==> src/rtl/serial_adder_ctrl.sv <==
// serial_adder_ctrl: bit-serial adder built around one reused full-adder cell; optional Overflow output under SERIAL_ADDER_OVERFLOW_EN
module serial_adder_ctrl #(
  parameter int WIDTH = 8
) (
  input  logic             Clk,
  input  logic             Rst,
  input  logic             Start,
  input  logic [WIDTH-1:0] A,
  input  logic [WIDTH-1:0] B,
  input  logic             Cin,
  output logic             Busy,
  output logic             Done,
  output logic [WIDTH-1:0] Sum,
  output logic             Cout
`ifdef SERIAL_ADDER_OVERFLOW_EN
  ,
  output logic             Overflow
`endif
);
  localparam int CW = $clog2(WIDTH);
  localparam logic [1:0] IDLE = 2'd0;
  localparam logic [1:0] ADD = 2'd1;
  localparam logic [1:0] FINISH = 2'd2;
  logic [1:0] state;
  logic [CW-1:0] cnt;
  logic [WIDTH-1:0] a_sh, b_sh, res;
  logic carry, s_bit, c_bit, last;
  assign s_bit = a_sh[0] ^ b_sh[0] ^ carry;
  assign c_bit = (a_sh[0] & b_sh[0]) | (carry & (a_sh[0] ^ b_sh[0]));
  assign last = cnt == CW'(WIDTH - 1);
  assign Busy = state != IDLE;
  // Sequencer: capture operands, ripple one bit per cycle LSB first, then publish the result
  always_ff @(posedge Clk) begin
    if (Rst) begin
      state <= IDLE;
      cnt <= '0;
      a_sh <= '0;
      b_sh <= '0;
      res <= '0;
      carry <= 1'b0;
      Sum <= '0;
      Cout <= 1'b0;
      Done <= 1'b0;
    end else begin
      Done <= 1'b0;
      if (state == IDLE) begin
        if (Start) begin
          a_sh <= A;
          b_sh <= B;
          carry <= Cin;
          cnt <= '0;
          state <= ADD;
        end
      end else if (state == ADD) begin
        a_sh <= a_sh >> 1;
        b_sh <= b_sh >> 1;
        res <= {s_bit, res[WIDTH-1:1]};
        carry <= c_bit;
        cnt <= cnt + CW'(1);
        state <= last ? FINISH : ADD;
      end else begin
        Sum <= res;
        Cout <= carry;
        Done <= 1'b1;
        state <= IDLE;
      end
    end
  end
`ifdef SERIAL_ADDER_OVERFLOW_EN
  logic c_msb;
  // Overflow compares the carry entering the MSB cell with the carry leaving it
  always_ff @(posedge Clk) begin
    if (Rst) begin
      c_msb <= 1'b0;
      Overflow <= 1'b0;
    end else begin
      if (state == ADD && last) c_msb <= carry;
      if (state == FINISH) Overflow <= c_msb ^ carry;
    end
  end
`endif
endmodule
==> config.mk <==
export PLATFORM = sky130hd
export DESIGN_NAME = serial_adder_ctrl
export DESIGN_NICKNAME = d
export VERILOG_FILES = /design/src/rtl/serial_adder_ctrl.sv
export SDC_FILE = /design/constraint.sdc
export NUM_CORES = 1
export LEC_CHECK = 0
export ABC_AREA = 0
export BUFFER_PORTS_ARGS = -buffer_cell sky130_fd_sc_hd__clkbuf_2
export CAP_MARGIN = 20
export CORE_ASPECT_RATIO = 2
export CORE_UTILIZATION = 53
export DETAILED_ROUTE_END_ITERATION = 7
export GPL_TIMING_DRIVEN = 0
export HOLD_SLACK_MARGIN = 0.05
export PLACE_DENSITY = 0.85
export SYNTH_ARGS = -nofsm -noshare
export SYNTH_HDL_FRONTEND = slang
export SYNTH_SLANG_ARGS = --single-unit
export TNS_END_PERCENT = 10
==> constraint.sdc <==
create_clock -name Clk -period 1.5 [get_ports Clk]
set_input_delay 0.3 -clock Clk [delete_from_list [all_inputs] [get_ports Clk]]
set_output_delay 0.3 -clock Clk [all_outputs]
set_load 0.1 [all_outputs]
After elaboration in Yosys (flattened, before gate mapping)
Index checks and enable logic that the tools add are counted.
W data, S select, Z words.

storage, ports and cells
  output and inout port bits = 11
  logic and storage cells = 44
  register bits after elaboration = 40
  input port bits = 20

cells by class
  $add $sub $neg = 1
  bitwise logic cells = 7
  equal/unequal tests = 3
  reduce and logical (&&, ||, !) cells = 7
  muxes and demuxes = 17

operators by type and width
  operator               count
  $mux W8                6
  $mux W3                3
  $mux W2                4
  $reduce_and A2 Y1      3
  $mux W1                4
  $reduce_bool A2 Y1     2
  $add A3 B1 Y3 const B  1
  $eq A3 B3 Y1 const B   1
  $and A1 B1 Y1          2
  $eq A2 B1 Y1 const B   1
  $logic_not A2 Y1       1
  $ne A2 B2 Y1 const B   1
  $not A1 Y1             2
  $reduce_or A2 Y1       1
  $xor A1 B1 Y1          2
  $or A1 B1 Y1           1

Longest topological paths before layout
Gate-level depths: netlist of run 1.

  word-level depth = 5
  gate-level depth with buffers = 6
  mapped depth without buffers = 4

Least setup slack after synthesis of run 1
No wires, ideal clock.

  path kind = register to output
  start = reg state[1]
  end = out Busy
  path slack = 0.135 ns
  stages on the path, launching flop included = 4
  arrival time = 1.065 ns
  buffers on the path = 1
  cells stage by stage = dfxtp_1 > buf_6 > nor2_2 > inv_1

on the way
  longest elaborated chain between the ends = 1

RTL lines
  what                      RTL line  source
  start: declaration        24        logic [1:0] state;
  start signal: assignment  60        state <= last ? FINISH : ADD;
  $reduce_bool A2 Y1        31        assign Busy = state != IDLE;
  end: declaration          11        output logic Busy,

No other way between the ends.

Final worst setup path of run 1
Same ends and word-level chain as after synthesis.

==> results of run 1 <==
-- worst max path at each step --
| stage | end | from | cells past startpoint |
|---|---|---|---|
| final | Busy | state[1] | 4 |
| after global routing | Busy | state[1] | 4 |
| after CTS | Busy | state[0] | 3 |
| after detailed placement | Busy | state[0] | 3 |
| after global placement | Busy | state[0] | 3 |
| after floorplan | Busy | state[1] | 3 |
-- registers in the layout (all words and copies together), names as in the netlist --
signal and cells:
a_sh 8, carry 1, state 2, b_sh 8, Cout 1, Done 1
res 8, cnt 3, Sum 8
-- critical path, stage by stage, from the launching register on --
cell	delay, ps
dfxtp_1	330
buf_6	130
nor2_2	50
inv_1	50
buf_4	280
-- final cells by class --
| cell class | count | area [um^2] |
|---|---|---|
| Buffer | 12 | 85.1 |
| Clock buffer | 5 | 68.8 |
| Clock inverter | 3 | 42.5 |
| Fill cell | 263 | 1010 |
| Inverter | 16 | 60.1 |
| Multi-Input combinational cell | 96 | 687 |
| Sequential cell | 40 | 802 |
| Tap cell | 30 | 37.5 |
| Timing Repair Buffer | 29 | 148 |
-- repair_timing --
item,in CTS,in global routing
gates cloned,0,0
gates resized for setup,1,2
setup endpoints to repair,1,1
-- routing by layer --
layer  vias up  global-route usage [%]
li1        630                       -
met1       619                    24.7
met2        26                    39.2
met3         5                    8.29
met4         0                    11.0
met5         -                       0
-- kinds of logic (layout without fill, tap and decap cells) --
| kind of cell | after synthesis | after routing | share of synthesized area [%] |
|---|---|---|---|
| and+or+nand+nor | 39 | 39 | 11.0 |
| adders and majority gates | 3 | 3 | 2.76 |
| muxes | 10 | 10 | 6.13 |
| AOI/OAI and AO/OA | 44 | 44 | 22.2 |
| buffers and inverters | 28 | 65 | 8.89 |
| DFF | 40 | 40 | 49.0 |
-- through the flow --
| stage | power [mW] | util (%) | std cells |
|---|---|---|---|
| after CTS | 2.27 | 65.6 | 231 |
| after detailed placement | 1.40 | 61.7 | 223 |
| after global placement | 1.39 | 61.7 | 223 |
| final | 2.25 | 65.6 | 231 |
| after global routing | 2.35 | 65.6 | 231 |
| after floorplan | 1.33 | - | 164 |
-- layout by cell type (no fill, tap or decap), drive strengths merged --
master,netlist,routed
a22oi,4,4
clkbuf,3,36
a21oi,23,23
dfxtp,40,40
nor2b,2,2
nor2,17,17
ha,2,2
clkinvlp,0,1
fa,1,1
mux2i,10,10
o21bai,1,1
o221a,15,15
bufinv,0,1
a211oi,1,1
inv,16,16
clkinv,0,1
buf,9,10
nand2b,1,1
nor3b,2,2
nand2,17,17
-- report_power, final --
part	internal (mW)	switching [mW]	total [mW]
clock	0.492	0.382	0.874
sequential	1.11	0.0341	1.14
combinational	0.109	0.127	0.236
-- Yosys cell counts, drive strengths merged --
master,count
nor2b,2
a22oi,4
fa,1
buf,9
clkbuf,3
a21oi,23
a211oi,1
o221a,15
nand2,17
nor2,17
nor3b,2
ha,2
o21bai,1
nand2b,1
dfxtp,40
mux2i,10
inv,16
==> qor.yml, run 1 <==
worstSetupStartpointType: "register"
rsz0062_at_grt: "no"
leakage_nw: 0.793
arrival_ps: 1130
worstSkewPairLatency_ps: 300
synth_seq_cells: 40
synth_top_area_share_pct: 49.0
routabilityCongestion: 0.759
placeableCoreArea_um2: 2940
rr_startpoint: "state[1]"
synth_seq_area_share_pct: 49.0
numCtsBuffers: 5
synth.area.top_cells: "dfxtp_1 49%, o221a_2 9.7%, mux2i_1 6.1%"
routed-wl-met3_um: 117
max_slew_margin_pct: 61.9
grt_max_degree: 14
cap_violations: 0
synth_cell_type_count: 26
htree_levels: 2
grt_use_total_pct: 23.7
io_pins: 31
drive_above_1_share_pct: 35.3
r2r_end: "a_sh[2]"
finalSetupViolations: 0
r2r_slack_ps: 210
clk_pin_slew_ps: 80
start_util_pct: 55.5
clock.fmax_ghz: 0.700
syn_to_final_growth_pct: 18.2
antenna_cells: 0
fin_ws_ps: 72.2
drt-wirelength-per-cell_um: 13.9
met2RoutedLength_um: 1860
rr_worst_depth: 5
die-area_um2: 3320
met1_length_um: 1180
holdCritStartpoint: "B[7]"
place_ws_ps: 214
final_nets: 223
hpwl_um: 2390
final_hold_viol_count: 0
syn_nets: 187
hold_end: "b_sh[7]"
synth-warning-count: 0
drt_iter0_drc: 22
grt_overflow: 0
die_x_um: 41.2
drt-total-wl_um: 3220
root_buffer: "clkbuf_8"
crit_required_ps: 1200
grt_pass1_vias: 1270
crit_path_end_kind: "primary output"
postLayoutCellArea_um2: 1930
finalMaxSlewViolations: 0
clkSinkCount: 40
synth_largest_area_cell: "dfxtp_1"
netlist_area_um2: 1630
cts_tree: "built"
hold_ws_ps: 250
rows: 28
cts_max_path_buffers: 2
vias: 1280
drc_errors: 0
drt-vias-per-instance: 5.54
syn_inst: 164
syn_avg_cell_area_um2: 9.96
critPathMaxFanout: 7
finalClockSkew_ps: 8.90
grt_pass1_wl_um: 5320
tns_ps: 0
status: "finished clean"
placed_cell_area_um2: 1820
grt_antenna_before_repair: 0
postRouteAntennaNets: 0
critical_path_class: "reg -> out"
hold_path_class: "in -> reg"
hold_buffers: 0
peakVddDrop_v: 0.00106
fin_crit_ps: 1430
worst_pin_slew_ps: 572
holdPathStages: 3
power_density_nw_per_um2: 1170
postCtsSetupBuffers: 0
io_buffers: 29
die_h_um: 80.5
drt_pass1_iterations: 4
top_layer: "met4"
finalCritPeriodShare_pct: 95.2
Note: power is estimated with default switching activity, not from simulation.
==> inputs of run 2 (changes only) <==
--- a/config.mk
+++ b/config.mk
@@ -14,4 +14,4 @@
 export GPL_TIMING_DRIVEN = 0
-export HOLD_SLACK_MARGIN = 0.05
 export PLACE_DENSITY = 0.85
+export RECOVER_POWER = 50
 export SYNTH_ARGS = -nofsm -noshare
==> constraint.sdc (replaced) <==
create_clock -name Clk -period 1.5 [get_ports Clk]
set_input_delay 0.075 -clock Clk [delete_from_list [all_inputs] [get_ports Clk]]
set_output_delay 0.075 -clock Clk [all_outputs]
set_load 0.1 [all_outputs]
==> run 2 against run 1 <==
- final area shrank 0.58%
- global-route usage is the same
- routed wire length decreased by 0.65%
- non-clock buffer count unchanged
- sequential share of layout area is 0.18 points higher
- clock power is essentially flat
- count of clock-buffer cells in the layout stayed put
- via count fell by 0.47%
- cell count stayed put
- register-to-register slack about the same
- hold slack lost 220 ps
==> qor.yml, run 2 (synthesis gave the netlist of run 1 again) <==
path_depth: 3  # -1
cpPeakStageDelay_ps: 450  # +120 ps
max_slew_margin_pct: 61.9  # about the same
start_util_pct: 55.5  # unchanged
holdPathStages: 3  # unchanged
hold_ws_ps: 25.8  # -224 ps
htree_levels: 2  # unchanged
grt_max_degree: 14  # unchanged
leakage_nw: 0.789  # -0.60%
clkSinkCount: 40  # unchanged
final_nets: 223  # unchanged
die_h_um: 80.5  # unchanged
rr_worst_depth: 5  # unchanged
clock.fmax_ghz: 0.729  # +4.1%
postRouteAntennaNets: 0  # unchanged
hpwl_um: 2390  # unchanged
r2r_end: "a_sh[2]"
io_pins: 31  # unchanged
grt_pass1_vias: 1270  # unchanged
cap_violations: 0  # unchanged
clk_pin_slew_ps: 80  # about the same
layout_commonest_cell: "dfxtp_1"
power_density_nw_per_um2: 1170  # +0.28%
numCtsBuffers: 5  # unchanged
drt_iter0_drc: 26  # +18%
peakVddDrop_v: 0.00105  # -0.49%
io_buffers: 29  # unchanged
final_util_pct: 65.2  # -0.38 points
drive_above_1_share_pct: 34.3  # -1.0 points
tns_ps: 0  # unchanged
fin_crit_ps: 1370  # -56.2 ps
final_hold_viol_count: 0  # unchanged
cts_tree: "built"
r2r_slack_ps: 210  # about the same
crit_path_end_kind: "primary output"
crit_chain: "nor2_2 > inv_1 > clkbuf_2"
postCtsSetupBuffers: 0  # unchanged
grt_antenna_before_repair: 0  # unchanged
vias: 1274  # -0.47%
post_cts_resized: 0  # -1
worst_pin_slew_ps: 572  # +0.120 ps
antenna_cells: 0  # unchanged
finalSetupViolations: 0  # unchanged
grt_use_total_pct: 23.7  # unchanged
place_inst: 223  # unchanged
crit_start: "state[0]"
hold_buffers: 0  # unchanged
finalCritPeriodShare_pct: 91.4  # -3.7 points
finalMaxSlewViolations: 0  # unchanged
holdCritStartpoint: "B[7]"
worstSkewPairLatency_ps: 300  # about the same
drt_pass1_iterations: 4  # unchanged
rr_startpoint: "state[1]"
finalClockSkew_ps: 7.34  # -1.56 ps
power_mw: 2.25  # -0.30%
final_cells: 231  # unchanged
rows: 28  # unchanged
cp_slowest_cell: "dfxtp_1"
grt_pass1_wl_um: 5320  # unchanged
cts_max_path_buffers: 2  # unchanged
critPathMaxFanout: 7  # unchanged
critical_path_class: "reg -> out"
worstSetupStartpointType: "register"
grt_overflow: 0  # unchanged
rsz0062_at_grt: "no"
drt-wirelength-per-cell_um: 13.8  # -0.65%
drt-vias-per-instance: 5.52  # -0.47%
syn_to_final_growth_pct: 17.5
arrival_ps: 1300  # +170 ps
crit_required_ps: 1420  # +220 ps
hold_path_class: "in -> reg"
critical-path-top-delay-family: "buffers and inverters"
drt-total-wl_um: 3200  # -0.65%
fillCellCount: 262  # -0.38%
drc_errors: 0  # unchanged
die_x_um: 41.2  # unchanged
placeableCoreArea_um2: 2940  # unchanged
layout_common_cells: "40 x dfxtp_1, 29 x clkbuf_2, 17 x nand2_1, 16 x inv_1, 15 x nor2_1"
die-area_um2: 3320  # unchanged
routabilityCongestion: 0.759  # unchanged
status: "finished clean"
root_buffer: "clkbuf_8"
crit_buf_inv: 2  # -1
critPathCapture: "Busy"
## run 2: cell types whose count changed in the layout (fill, tap and decap cells not counted), sizes merged
cell | previous run | this run
buf | 10 | 9
clkbuf | 36 | 37
## run 2: per-layer routing
layer / GRT usage, % / wire length (um) / up-vias
li1: - / - / 632
met1: 24.7 / 1180 / 606
met2: 39.2 / 1840 / 31
met3: 8.29 / 117 / 5
met4: 11.0 / 61 / 0
met5: 0 / 0 / -
## run 2: how the worst min path moves through the flow
stage | end | slack [ps]
2_1_floorplan | a_sh[7] | 220
3_3_place_gp | b_sh[7] | 320
3_5_place_dp | b_sh[7] | 330
4_1_cts | b_sh[7] | 30
5_1_grt | a_sh[3] | 30
6_report | b_sh[7] | 30
## run 2: power by group
part           leakage [nW]  internal, mW  total [mW]  switching (mW)
clock                0.0541         0.492       0.871           0.379
sequential            0.327          1.11        1.14          0.0341
combinational         0.407         0.106       0.233           0.127
total                 0.789          1.71        2.25           0.540
## run 2: through the flow
| stage | cell area, um^2 | worst slack, ps |
|---|---|---|
| after floorplan | 1630 | 260 |
| after global placement | 1820 | 233 |
| after detailed placement | 1820 | 222 |
| after CTS | 1930 | 113 |
| after global routing | 1920 | 39.4 |
| final | 1920 | 128 |
## run 2: tightest hold or removal path, cell delays in order
cell and delay, ps:
clkbuf_2 70, a22oi_1 50, nor2_1 80
## run 2: cell type report
class	instances	area, um^2	area share, %
Sequential cell	40	801	41.7
Multi-Input combinational cell	96	679	35.4
Timing Repair Buffer	29	145	7.56
Buffer	12	85.1	4.43
Clock buffer	5	68.8	3.59
Inverter	16	60.1	3.13
Clock inverter	3	42.5	2.22
Tap cell	30	37.5	1.96
